### config.mk
export PLATFORM = sky130hd
export DESIGN_NAME = instr_fetch_unit
export DESIGN_NICKNAME = d
export VERILOG_FILES = /design/src/rtl/instr_fetch_unit.sv
export SDC_FILE = /design/constraint.sdc
export NUM_CORES = 1
export LEC_CHECK = 0
export BUFFER_PORTS_ARGS = -buffer_cell sky130_fd_sc_hd__buf_4
export CAP_MARGIN = 20
export CORE_MARGIN = 2
export CORE_UTILIZATION = 53
export DETAILED_ROUTE_END_ITERATION = 10
export PLACE_DENSITY_LB_ADDON = 0.25
export SKIP_CTS_REPAIR_TIMING = 1
export SYNTH_ARGS = -nofsm -noshare
export SYNTH_HDL_FRONTEND = slang
export SYNTH_SLANG_ARGS = --single-unit
### constraint.sdc
create_clock -name clk -period 4.4 [get_ports clk]
set_clock_uncertainty 0.2 [all_clocks]
set_input_delay 0.44 -clock clk [delete_from_list [all_inputs] [get_ports clk]]
set_output_delay 0.44 -clock clk [all_outputs]
set_load 0.02 [all_outputs]
### src/rtl/instr_fetch_unit.sv
// Instruction-fetch front end: owns the PC, handshakes with instruction memory,
// holds each instruction until retired and picks the next PC from jump/branch outcome.
module instr_fetch_unit #(
  parameter logic [31:0] PC_RESET = 32'h0000_0000,
  parameter int unsigned CNT_W    = 16
) (
  input  logic             clk,
  input  logic             reset,
  output logic             imem_req,
  output logic [31:0]      imem_addr,
  input  logic             imem_ack,
  input  logic [31:0]      imem_rdata,
  output logic             instr_valid,
  output logic [31:0]      instr,
  output logic [5:0]       op_code,
  output logic [31:0]      pc,
  output logic [31:0]      pc_plus4,
  input  logic             instr_done,
  input  logic             jump,
  input  logic             branch,
  input  logic             zero,
  output logic [CNT_W-1:0] retired_cnt
);

  localparam logic [31:0] PcInit = {PC_RESET[31:2], 2'b00};

  typedef enum logic [1:0] {StIdle, StFetch, StHold} state_e;

  state_e           state_q, state_d;
  logic [31:0]      pc_q, pc_d;
  logic [31:0]      instr_q, instr_d;
  logic [CNT_W-1:0] cnt_q, cnt_d;
  logic [31:0]      pc_inc;
  logic [31:0]      branch_off;
  logic [31:0]      next_pc;

  assign pc_inc     = pc_q + 32'd4;
  assign branch_off = {{14{instr_q[15]}}, instr_q[15:0], 2'b00};

  // Jump has priority over a taken branch.
  always_comb begin
    next_pc = pc_inc;
    if (jump) begin
      next_pc = {pc_inc[31:28], instr_q[25:0], 2'b00};
    end else if (branch && zero) begin
      next_pc = pc_inc + branch_off;
    end
  end

  always_comb begin
    state_d = state_q;
    pc_d    = pc_q;
    instr_d = instr_q;
    cnt_d   = cnt_q;
    unique case (state_q)
      StIdle: state_d = StFetch;
      StFetch: begin
        if (imem_ack) begin
          instr_d = imem_rdata;
          state_d = StHold;
        end
      end
      StHold: begin
        if (instr_done) begin
          pc_d    = next_pc;
          state_d = StFetch;
          if (cnt_q != {CNT_W{1'b1}}) begin
            cnt_d = cnt_q + 1'b1;
          end
        end
      end
      default: state_d = StIdle;
    endcase
  end

  always_ff @(posedge clk or posedge reset) begin
    if (reset) begin
      state_q <= StIdle;
      pc_q    <= PcInit;
      instr_q <= 32'h0;
      cnt_q   <= '0;
    end else begin
      state_q <= state_d;
      pc_q    <= pc_d;
      instr_q <= instr_d;
      cnt_q   <= cnt_d;
    end
  end

  assign imem_req    = (state_q == StFetch);
  assign imem_addr   = pc_q;
  assign instr_valid = (state_q == StHold);
  assign instr       = instr_q;
  assign op_code     = instr_q[31:26];
  assign pc          = pc_q;
  assign pc_plus4    = pc_inc;
  assign retired_cnt = cnt_q;

endmodule

### Word level (Yosys, flattened, before mapping)

Index checks and enable logic that the tools add are counted.

| cells by class | value |
|---|---|
| multiplexer cells | 5 |
| equality and inequality tests | 5 |
| reduce and logical (&&, ||, !) cells | 6 |
| $add $sub $neg | 3 |

Operator list:

| kind | count |
|---|---|
| $mux W32 | 2 |
| $add A32 B3 Y32 const B | 1 |
| $add A32 B32 Y32 | 1 |
| $add A16 B1 Y16 const B | 1 |
| $ne A16 B16 Y1 const B | 1 |
| $pmux W2 S3 | 1 |
| $reduce_and A2 Y1 | 3 |
| $mux W2 | 2 |
| $ne A2 B1 Y1 const B | 2 |
| $reduce_and A3 Y1 | 1 |
| $eq A2 B1 Y1 const B | 1 |
| $eq A2 B2 Y1 const B | 1 |
| $logic_not A2 Y1 | 1 |
| $logic_and A1 B1 Y1 | 1 |

| word-level totals | value |
|---|---|
| output and inout port bits | 152 |
| bits in registers | 82 |
| input bits | 39 |

### Longest topological paths before layout

Gate-level depths: netlist of the first run.

| logic depth | value |
|---|---|
| depth in word-level cells | 4 |
| mapped depth | 16 |
| mapped depth without buffers | 16 |

### Least setup slack after synthesis of the first run

Ideal clock, no wire load.

| path | value |
|---|---|
| kind | reg-to-reg |
| start | register pc_q[2] (netlist: imem_addr[2]) |
| end | register pc_q[31] (netlist: imem_addr[31]) |
| path buffers | 1 |
| period minus slack after synthesis | 4.189 ns |
| slack | 0.211 ns |
| arrival | 3.864 ns |
| cell stages (with the launch flop) | 17 |
| path through | dfrtp_1 -> ha_1 -> nand4_1 -> nor3_2 -> nand3_2 -> or2_1 -> xnor2_1 -> ha_1 -> clkbuf_1 -> a21oi_1 -> o21ai_0 -> or3_1 -> a211oi_1 -> o31ai_1 -> a21oi_4 -> a21o_1 -> nand3_2 |

| between the ends | value |
|---|---|
| cells in the longest elaborated chain, start to end | 4 |

Ends and longest elaborated chain:

| element | RTL line | RTL |
|---|---|---|
| start: declaration | 30 | `logic [31:0] pc_q, pc_d;` |
| start signal: assignment | 79 | `pc_q <= PcInit;` |
| start signal: assignment | 84 | `pc_q <= pc_d;` |
| $add A32 B3 Y32 | 37 | `assign pc_inc = pc_q + 32'd4;` |
| named net pc_plus4[24] | 17 | `output logic [31:0] pc_plus4,` |
| $add A32 B32 Y32 | 46 | `next_pc = pc_inc + branch_off;` |
| $mux W32 | 45 | `end else if (branch && zero) begin` |
| $mux W32 | 43 | `if (jump) begin` |

The timed path passes the listed nets, and every way through them passes these cells.
A chain may end at the register's enable or synchronous reset.

### Final worst setup path of the first run

| path | value |
|---|---|
| start | register pc_q[3] (netlist: imem_addr[3]) |
| end | register pc_q[31] (netlist: imem_addr[31]) |

| between the ends | value |
|---|---|
| cells in the longest elaborated chain, start to end | 4 |

Ends and longest elaborated chain:

| element | RTL line |
|---|---|
| $add A32 B3 Y32 (*) | 37 |
| $add A32 B32 Y32 | 46 |
| $mux W32 | 45 |
| $mux W32 (*) | 43 |

Mark *: on every way between the ends. The rest lies on a longest branch, timed or not.

==> flow_metrics.env, run 1 <==
export IMPL_cp_num_cells=16
export IMPL_hold_end="instr[19]$_DFFE_PP0P_"
export IMPL_nets=923
export IMPL_htree_levels=3
export IMPL_p_switching_w=0.00389
export IMPL_power_share_clock_pct=9.3
export IMPL_gr_total_overflow=0
export IMPL_avgRoutedWirePerCell_um=19.5
export IMPL_core_um2=11500
export IMPL_async_reset_ff_share_pct=100
export IMPL_path_cells="ha_1 > nand4_1 > nor3_4 > nand3_2 > nor2_2 > nand3_1 > xnor2_2 > ha_1 > a21oi_1 > o21ai_0 > or3_1 > a211oi_2 > o31ai_1 > a21oi_4 > a21o_1 > nand3_2"
export IMPL_worst_r2r_path_depth=16
export IMPL_swShare_pct=52.1
export IMPL_min_delay_start="imem_rdata[19]"
export IMPL_grt_use_met2_pct=45.9
export IMPL_pwr_share_comb_pct=69.6
export IMPL_p_leak_nw=3.67
export IMPL_rsz0062_at_grt="no"
export IMPL_netlist_instances=698
export IMPL_arrival_ns=4.09
export IMPL_syn_avg_cell_area_um2=8.95
export IMPL_hold_class="in2reg"
export IMPL_hpwl_um=14800
export IMPL_holdPathStages=2
export IMPL_yosys_cell_types_count=73
export IMPL_cts_root_buf="clkbuf_16"
export IMPL_n_fill_cell=911
export IMPL_yosys_register_bits=80
export IMPL_seq_power_share_pct=21.1
export IMPL_tns_ns=0
export IMPL_slowest_stage="dfrtp_1"
export IMPL_die_area_um2=12700
export IMPL_place_gp_congestion=0.957
export IMPL_vias=5898
export IMPL_drive_above_1_share_pct=32.9
export IMPL_r2r_slack_ns=0.34
export IMPL_syn_area_um2=6250
export IMPL_finalHoldViolCount=0
export IMPL_start_util_pct=54.5
export IMPL_insertion_delay_ns=0.34
export IMPL_syn_to_final_growth_pct=25.2
export IMPL_synth_edf_count=0
export IMPL_crit_path_max_incr_delay_ns=0.47
export IMPL_met1_usage_pct=43.2
export IMPL_die_h_um=113
export IMPL_critPathLaunchType="flip-flop"
export IMPL_wl_um=19300
export IMPL_worstPathRequired_ns=4.43
export IMPL_crit_buf_inv=0
export IMPL_p_int_w=0.00359
export IMPL_final_core_util_pct=68.2
export IMPL_drcViolationCount=0
export IMPL_antenna_found_initial=0
export IMPL_rows=39
export IMPL_path_delay_family="simple AND/OR/NAND/NOR gates"
export IMPL_worstSetupEndpointType="flip-flop"
export IMPL_slew_viol_final=0
export IMPL_drt_pass1_iterations=5
export IMPL_layout_worst_path_cycle_share_pct=92.2
export IMPL_yosysSeqAreaShare_pct=32.1
export IMPL_crit_type="reg2reg"
export IMPL_die_w_um=113
export IMPL_finalSetupViolCount=0
export IMPL_cts_path_max_buffers=2
export IMPL_outcome="finished, final reports clean"
export IMPL_slew_limit_headroom_pct=28.8
export IMPL_crit_fanout=6
export IMPL_gr_max_usage_layer="met2"
export IMPL_grt_max_degree=62
export IMPL_maxCapViolations=0
export IMPL_grt_total_usage_pct=30.1
export IMPL_worst_slew_pin_slew_ns=1.07
export IMPL_yosysWarnings=0
export IMPL_cts_tree="done"
export IMPL_grt_pass1_vias=5633
export IMPL_clk_pin_slew_ns=0.07
export IMPL_grt_pass1_wl_um=30300
export IMPL_ys_flop_type="dfrtp_1"
export IMPL_r2r_end="imem_addr[31]$_DFFE_PP0P_"
export IMPL_max_freq_mhz=247
export IMPL_ant_nets=0
export IMPL_first_iter_violations=527
export IMPL_p_per_area_nw_per_um2=956
export IMPL_cts_buffers=9
export IMPL_met3_usage_pct=7.34
export IMPL_io_buffers=184
export IMPL_viasPerCell=5.93
export IMPL_antenna_cells=0
export IMPL_r2r_start="imem_addr[3]$_DFFE_PP0P_"
export IMPL_ir_worst_vdd_uv=598
export IMPL_cts_sinks=80
export IMPL_ios=191
export IMPL_finalWorstPathRequiredPeriod_ns=4.06
metal layers:
metal,vias up,routed length (um),part of all wire (%)
met5,-,0,0
met4,0,381,2.0
met3,33,1740,9.0
met2,274,8880,46
met1,2829,8340,43
li1,2762,-,-
state kept, by name, summed over array words and instances, names as in the netlist:
register,cells
instr,32
state_q,2
retired_cnt,16
imem_addr,30
placed cells by master, fill, tap and decap left out, types with 18 or more instances in the layout:
cell	n
buf_4	197
dfrtp_1	79
nand2_1	68
a21oi_1	52
nor2_1	45
xnor2_1	41
ha_1	37
mux2_2	32
o21ai_0	28
o21ai_1	21
xor2_1	20
a21o_1	19
nand3_1	18
nand4_1	18
cell families after synthesis:
kind of cell / synth area share [%]
AOI/OAI and AO/OA: 19.7
buffers and inverters: 8.15
adders and majority gates: 7.73
xor gates and xnor gates: 9.09
other: 0.0600
and+or+nand+nor: 16.5
muxes: 6.65
DFF: 32.1
Yosys cell counts (19+ instances only):
cell type  count  share of area [%]
o21ai_1       21                1.7
ha_1          37                7.4
a21o_1        19                2.3
nor2_1        46                2.8
xnor2_1       43                6.0
xor2_1        20                2.8
nand2_1       68                4.1
buf_4         42                5.0
a21oi_1       52                4.2
dfrtp_1       80                 32
o21ai_0       28                2.2
mux2_2        32                5.8
how the worst max path moves through the flow:
stage / start / endpoint / slack (ns)
after floorplan: imem_addr[2]$_DFFE_PP0P_ / imem_addr[31]$_DFFE_PP0P_ / 0.21
after global placement: imem_addr[2]$_DFFE_PP0P_ / imem_addr[31]$_DFFE_PP0P_ / 0.32
after CTS: imem_addr[2]$_DFFE_PP0P_ / imem_addr[31]$_DFFE_PP0P_ / 0.13
final: imem_addr[3]$_DFFE_PP0P_ / imem_addr[31]$_DFFE_PP0P_ / 0.34
after detailed placement: imem_addr[2]$_DFFE_PP0P_ / imem_addr[31]$_DFFE_PP0P_ / 0.21
after global routing: imem_addr[3]$_DFFE_PP0P_ / imem_addr[31]$_DFFE_PP0P_ / 0.01
worst reg2reg max path, stage by stage, from the launching register on:
cell and delay, ns:
dfrtp_1 0.47, ha_1 0.26, nand4_1 0.22, nor3_4 0.24, nand3_2 0.17, nor2_2 0.20, nand3_1 0.19, xnor2_2 0.21
ha_1 0.37, a21oi_1 0.17, o21ai_0 0.14, or3_1 0.34, a211oi_2 0.22, o31ai_1 0.17, a21oi_4 0.20, a21o_1 0.12
nand3_2 0.05
through the flow:
step / setup WS, ns / cell area (um2) / total power (W) / hold WS, ns / std cells
finish: 0.344 / 7820 / 0.00748 / 0.121 / 994
global route: 0.0133 / 7820 / 0.00797 / 0.122 / 994
CTS: 0.135 / 7750 / 0.00739 / 0.121 / 992
detailed placement: 0.205 / 7480 / 0.00666 / 0.282 / 976
global placement: 0.322 / 7480 / 0.00658 / 0.273 / 976
floorplan: 0.211 / 6260 / 0.00504 / 0.253 / 703
power by group through the flow:
| stage | Combinational, W | Clock [W] | Sequential, W |
|---|---|---|---|
| 6_report | 0.00520 | 0.000696 | 0.00158 |
| 5_1_grt | 0.00560 | 0.000737 | 0.00163 |
| 4_1_cts | 0.00513 | 0.000700 | 0.00156 |
| 3_5_place_dp | 0.00510 | 0 | 0.00156 |
| 3_3_place_gp | 0.00504 | 0 | 0.00154 |
| 2_1_floorplan | 0.00328 | 0 | 0.00176 |
layout make-up:
class | count | area [um2] | area share [%]
Inverter | 18 | 68.8 | 0.880
Clock inverter | 7 | 47.5 | 0.608
Clock buffer | 9 | 225 | 2.88
Timing Repair Buffer | 199 | 1520 | 19.4
Sequential cell | 80 | 2000 | 25.6
Tap cell | 143 | 179 | 2.29
Multi-Input combinational cell | 538 | 3780 | 48.4
Power figures use the tool's default switching activity.
==> run 2, diff against run 1 <==
--- a/config.mk
+++ b/config.mk
@@ -10,6 +10,7 @@
 export CORE_MARGIN = 2
 export CORE_UTILIZATION = 53
 export DETAILED_ROUTE_END_ITERATION = 10
+export GPL_TIMING_DRIVEN = 0
 export PLACE_DENSITY_LB_ADDON = 0.25
 export SKIP_CTS_REPAIR_TIMING = 1
 export SYNTH_ARGS = -nofsm -noshare
==> flow_metrics.env, run 2 (synthesis results as in run 1) <==
export IMPL_max_freq_mhz=234
export IMPL_grt_total_usage_pct=31.7
export IMPL_gr_total_overflow=0
export IMPL_grt_pass1_wl_um=32000
export IMPL_slew_limit_headroom_pct=31.6
export IMPL_cts_tree="done"
export IMPL_cts_root_buf="clkbuf_16"
export IMPL_arrival_ns=4.29
export IMPL_vias=6375
export IMPL_r2r_end="imem_addr[31]$_DFFE_PP0P_"
export IMPL_n_fill_cell=871
export IMPL_first_iter_violations=730
export IMPL_finalWorstPathRequiredPeriod_ns=4.27
export IMPL_p_per_area_nw_per_um2=959
export IMPL_tns_ns=0
export IMPL_worst_r2r_path_depth=16
export IMPL_crit_type="reg2reg"
export IMPL_crit_fanout=6
export IMPL_worst_slew_pin_slew_ns=1.03
export IMPL_worstSetupEndpointType="flip-flop"
export IMPL_dp_cells=1031
export IMPL_hpwl_um=15900
export IMPL_ant_nets=0
export IMPL_viasPerCell=6.04
export IMPL_cts_sinks=80
export IMPL_drive_above_1_share_pct=36.1
export IMPL_maxCapViolations=0
export IMPL_nets=985
export IMPL_total_power_w=0.00795
export IMPL_finalHoldViolCount=0
export IMPL_layout_worst_path_cycle_share_pct=96.9
export IMPL_hold_class="in2reg"
export IMPL_ir_worst_vdd_uv=522
export IMPL_ios=191
export IMPL_p_leak_nw=3.93
export IMPL_instances_no_fill=1056
export IMPL_grt_pass1_vias=6161
export IMPL_rows=39
export IMPL_cts_buffers=9
export IMPL_die_h_um=113
export IMPL_layout_common_cells="buf_4 (235), dfrtp_1 (78), nand2_1 (68)"
export IMPL_cts_path_max_buffers=2
export IMPL_final_common_cell="buf_4"
export IMPL_avgRoutedWirePerCell_um=19.6
export IMPL_io_buffers=184
export IMPL_start_util_pct=54.5
export IMPL_drcViolationCount=0
export IMPL_clk_pin_slew_ns=0.06
export IMPL_antenna_found_initial=0
export IMPL_core_um2=11500
export IMPL_min_delay_start="imem_rdata[18]"
export IMPL_worstPathRequired_ns=4.42
export IMPL_syn_to_final_growth_pct=32.7
export IMPL_holdPathStages=2
export IMPL_r2r_slack_ns=0.13
export IMPL_htree_levels=3
export IMPL_die_area_um2=12700
export IMPL_antenna_cells=0
export IMPL_grt_max_degree=61
export IMPL_holdWs_ns=0.132
export IMPL_drt_pass1_iterations=6
export IMPL_insertion_delay_ns=0.34
export IMPL_slew_viol_final=0
export IMPL_place_gp_congestion=0.979
export IMPL_die_w_um=113
export IMPL_r2r_start="imem_addr[3]$_DFFE_PP0P_"
export IMPL_finalSetupViolCount=0
export IMPL_outcome="finished, final reports clean"
export IMPL_rsz0062_at_grt="yes"
export IMPL_largest_register_ffs=32
export IMPL_critPathLaunchType="flip-flop"
export IMPL_wl_um=20700
export IMPL_hold_end="instr[18]$_DFFE_PP0P_"
run 2: power breakdown:
group          leakage (nW)  total [W]  switching (W)  internal (W)
Sequential            0.977    0.00158       0.000544       0.00104
Clock                 0.139   0.000767       0.000322      0.000445
Combinational          2.81    0.00560        0.00322       0.00237
run 2: worst max path at each step:
| stage | from | endpoint | slack (ns) | cells after the start |
|---|---|---|---|---|
| floorplan | imem_addr[2]$_DFFE_PP0P_ | imem_addr[31]$_DFFE_PP0P_ | 0.21 | 16 |
| global placement | imem_addr[2]$_DFFE_PP0P_ | imem_addr[31]$_DFFE_PP0P_ | -0.32 | 16 |
| detailed placement | imem_addr[2]$_DFFE_PP0P_ | imem_addr[31]$_DFFE_PP0P_ | -0.38 | 16 |
| CTS | imem_addr[2]$_DFFE_PP0P_ | imem_addr[31]$_DFFE_PP0P_ | -0.40 | 16 |
| global route | imem_addr[3]$_DFFE_PP0P_ | imem_addr[31]$_DFFE_PP0P_ | -0.04 | 16 |
| finish | imem_addr[3]$_DFFE_PP0P_ | imem_addr[31]$_DFFE_PP0P_ | 0.13 | 16 |
run 2: per-stage QoR:
stage                     utilization, %  setup slack (ns)  instance area, um2
after floorplan                        -             0.211                6260
after global placement              68.2            -0.321                7830
after detailed placement            68.5            -0.377                7860
after CTS                           71.2            -0.397                8160
after global routing                72.3           -0.0392                8290
final                               72.3             0.134                8290
run 2: area by class of cell:
| type | count | area, um2 | area share, % |
|---|---|---|---|
| Sequential cell | 80 | 2000 | 24.2 |
| Multi-Input combinational cell | 538 | 3810 | 45.9 |
| Buffer | 66 | 438 | 5.28 |
| Clock buffer | 9 | 225 | 2.72 |
| Inverter | 18 | 70.1 | 0.845 |
| Clock inverter | 7 | 78.8 | 0.951 |
| Tap cell | 143 | 179 | 2.16 |
| Timing Repair Buffer | 195 | 1490 | 17.9 |
run 2: per-layer routing:
| layer | GRT usage [%] | wire, um |
|---|---|---|
| met2 | 49.7 | 9790 |
| met5 | 0 | 0 |
| met1 | 43.3 | 8320 |
| met3 | 6.86 | 2010 |
| met4 | 11.7 | 604 |
run 2: worst max-delay path: stages (launching register included):
cell and delay, ns:
dfrtp_2 0.44, ha_1 0.24, nand4_1 0.21, nor3_4 0.36, nand3_2 0.18, nor2_2 0.21, nand3_1 0.19, xnor2_2 0.29
ha_2 0.37, a21oi_2 0.15, o21ai_0 0.16, or3_1 0.41, a211oi_4 0.25, o31ai_2 0.14, a21oi_4 0.19, a21o_1 0.12
nand3_2 0.05
==> run 3, diff against run 2 <==
--- a/config.mk
+++ b/config.mk
@@ -8,7 +8,8 @@
 export BUFFER_PORTS_ARGS = -buffer_cell sky130_fd_sc_hd__buf_4
 export CAP_MARGIN = 20
 export CORE_MARGIN = 2
-export CORE_UTILIZATION = 53
+export CORE_UTILIZATION = 54
+export CTS_BUF_LIST = sky130_fd_sc_hd__clkbuf_4 sky130_fd_sc_hd__clkbuf_8
 export DETAILED_ROUTE_END_ITERATION = 10
 export GPL_TIMING_DRIVEN = 0
 export PLACE_DENSITY_LB_ADDON = 0.25
==> flow_metrics.env, run 3 (synthesis results as in run 1) <==
export IMPL_p_leak_nw=3.89
export IMPL_finalWorstPathRequiredPeriod_ns=4.25
export IMPL_worstPathRequired_ns=4.45
export IMPL_viasPerCell=5.91
export IMPL_fin_area_um2=8180
export IMPL_min_delay_start="instr_done"
export IMPL_drcViolationCount=0
export IMPL_slew_viol_final=0
export IMPL_layout_worst_path_cycle_share_pct=96.6
export IMPL_slew_limit_headroom_pct=32.3
export IMPL_final_common_cell="buf_4"
export IMPL_clk_pin_slew_ns=0.10
export IMPL_r2r_slack_ns=0.15
export IMPL_worst_r2r_path_depth=16
export IMPL_htree_levels=3
export IMPL_insertion_delay_ns=0.36
export IMPL_critPathLaunchType="flip-flop"
export IMPL_path_delay_family="simple AND/OR/NAND/NOR gates"
export IMPL_p_switching_w=0.00402
export IMPL_r2r_start="imem_addr[3]$_DFFE_PP0P_"
export IMPL_core_um2=11400
export IMPL_r2r_end="imem_addr[31]$_DFFE_PP0P_"
export IMPL_p_per_area_nw_per_um2=942
export IMPL_die_h_um=112
export IMPL_seq_power_share_pct=20.3
export IMPL_io_buffers=184
export IMPL_ant_nets=0
export IMPL_layout_common_cells="buf_4 (233), dfrtp_1 (78), nand2_1 (68)"
export IMPL_place_gp_congestion=0.989
export IMPL_hold_class="in2reg"
export IMPL_tns_ns=0
export IMPL_maxCapViolations=0
export IMPL_pwr_share_comb_pct=72.0
export IMPL_drt_pass1_iterations=7
export IMPL_grt_total_usage_pct=31.3
export IMPL_rows=39
export IMPL_cts_root_buf="clkbuf_8"
export IMPL_grt_max_degree=53
export IMPL_antenna_cells=0
export IMPL_cts_buffers=9
export IMPL_cp_num_cells=16
export IMPL_die_area_um2=12400
export IMPL_gr_total_overflow=0
export IMPL_start_util_pct=54.9
export IMPL_p_int_w=0.00369
export IMPL_worstSetupEndpointType="flip-flop"
export IMPL_vias=6237
export IMPL_ios=191
export IMPL_grt_pass1_vias=5973
export IMPL_largest_register_ffs=32
export IMPL_hpwl_um=15500
export IMPL_power_share_clock_pct=7.7
export IMPL_crit_fanout=7
export IMPL_outcome="finished, final reports clean"
export IMPL_crit_buf_inv=2
export IMPL_max_freq_mhz=235
export IMPL_swShare_pct=52.2
export IMPL_ir_worst_vdd_uv=589
export IMPL_wl_um=20100
export IMPL_arrival_ns=4.30
export IMPL_first_iter_violations=632
export IMPL_finalSetupViolCount=0
export IMPL_slowest_stage="dfrtp_2"
export IMPL_die_w_um=112
export IMPL_syn_to_final_growth_pct=31.0
export IMPL_cts_tree="done"
export IMPL_grt_pass1_wl_um=31400
export IMPL_avgRoutedWirePerCell_um=19.0
export IMPL_drive_above_1_share_pct=35.9
export IMPL_holdWs_ns=0.109
export IMPL_holdPathStages=2
export IMPL_hold_end="state_q[1]$_DFFE_PP0P_"
export IMPL_crit_type="reg2reg"
export IMPL_cts_sinks=80
export IMPL_worst_slew_pin_slew_ns=1.01
export IMPL_postPlaceCellArea_um2=7860
export IMPL_finalHoldViolCount=0
export IMPL_antenna_found_initial=0
export IMPL_path_cells="ha_1 > nand4_1 > nor3_4 > buf_4 > nand4_1 > xnor2_1 > ha_1 > buf_2 > a21oi_1 > o21ai_1 > or3_1 > a211oi_4 > o31ai_2 > a21oi_4 > a21o_1 > nand3_2"
export IMPL_crit_start="imem_addr[3]$_DFFE_PP0P_"
export IMPL_crit_path_max_incr_delay_ns=0.45
export IMPL_cts_path_max_buffers=2
export IMPL_nets=984
-- run 3: cell types whose count changed in the layout (fill, tap and decap cells not counted), moves of 2 or more --
| cell | change |
|---|---|
| clkbuf_16 | -9 |
| clkbuf_8 | +10 |
| buf_4 | -2 |
| clkinvlp_4 | -3 |
-- run 3: power by group through the flow --
stage	clock network [W]	logic (W)	registers, W
2_1_floorplan	0	0.00328	0.00176
3_3_place_gp	0	0.00523	0.00154
3_5_place_dp	0	0.00534	0.00156
4_1_cts	0.000595	0.00538	0.00155
5_1_grt	0.000625	0.00594	0.00161
6_report	0.000590	0.00555	0.00156
-- run 3: area by class of cell --
class                   instances  area (um2)
fillers                       901        3190
flip-flops and latches         80        2000
inverters                      18        70.1
repair buffers                193        1470
well taps                     143         179
plain buffers                  67         442
multi-input cells             538        3810
clock inverters                 6        73.8
clock buffers                  10         138
-- run 3: worst max-delay path by stage --
| stage | to | slack [ns] |
|---|---|---|
| after floorplan | imem_addr[31]$_DFFE_PP0P_ | 0.21 |
| after CTS | imem_addr[31]$_DFFE_PP0P_ | -0.35 |
| after detailed placement | imem_addr[31]$_DFFE_PP0P_ | -0.34 |
| final | imem_addr[31]$_DFFE_PP0P_ | 0.15 |
| after global placement | imem_addr[31]$_DFFE_PP0P_ | -0.29 |
| after global routing | imem_addr[31]$_DFFE_PP0P_ | -0.03 |
-- run 3: stage by stage --
step | worst slack [ns] | total power [W] | std cells | utilization, %
2_1_floorplan | 0.211 | 0.00504 | 703 | -
6_report | 0.148 | 0.00771 | 1055 | 72.0
4_1_cts | -0.350 | 0.00752 | 1047 | 70.9
3_3_place_gp | -0.292 | 0.00677 | 1030 | 68.8
3_5_place_dp | -0.336 | 0.00690 | 1031 | 69.1
5_1_grt | -0.0349 | 0.00818 | 1055 | 72.0
-- run 3: metal layers --
layer	vias up	part of all wire, %	GRT usage (%)
li1	2882	-	-
met1	3017	41	43.1
met2	307	47	48.9
met3	31	9.8	8.44
met4	0	1.5	9.22
met5	-	0	0
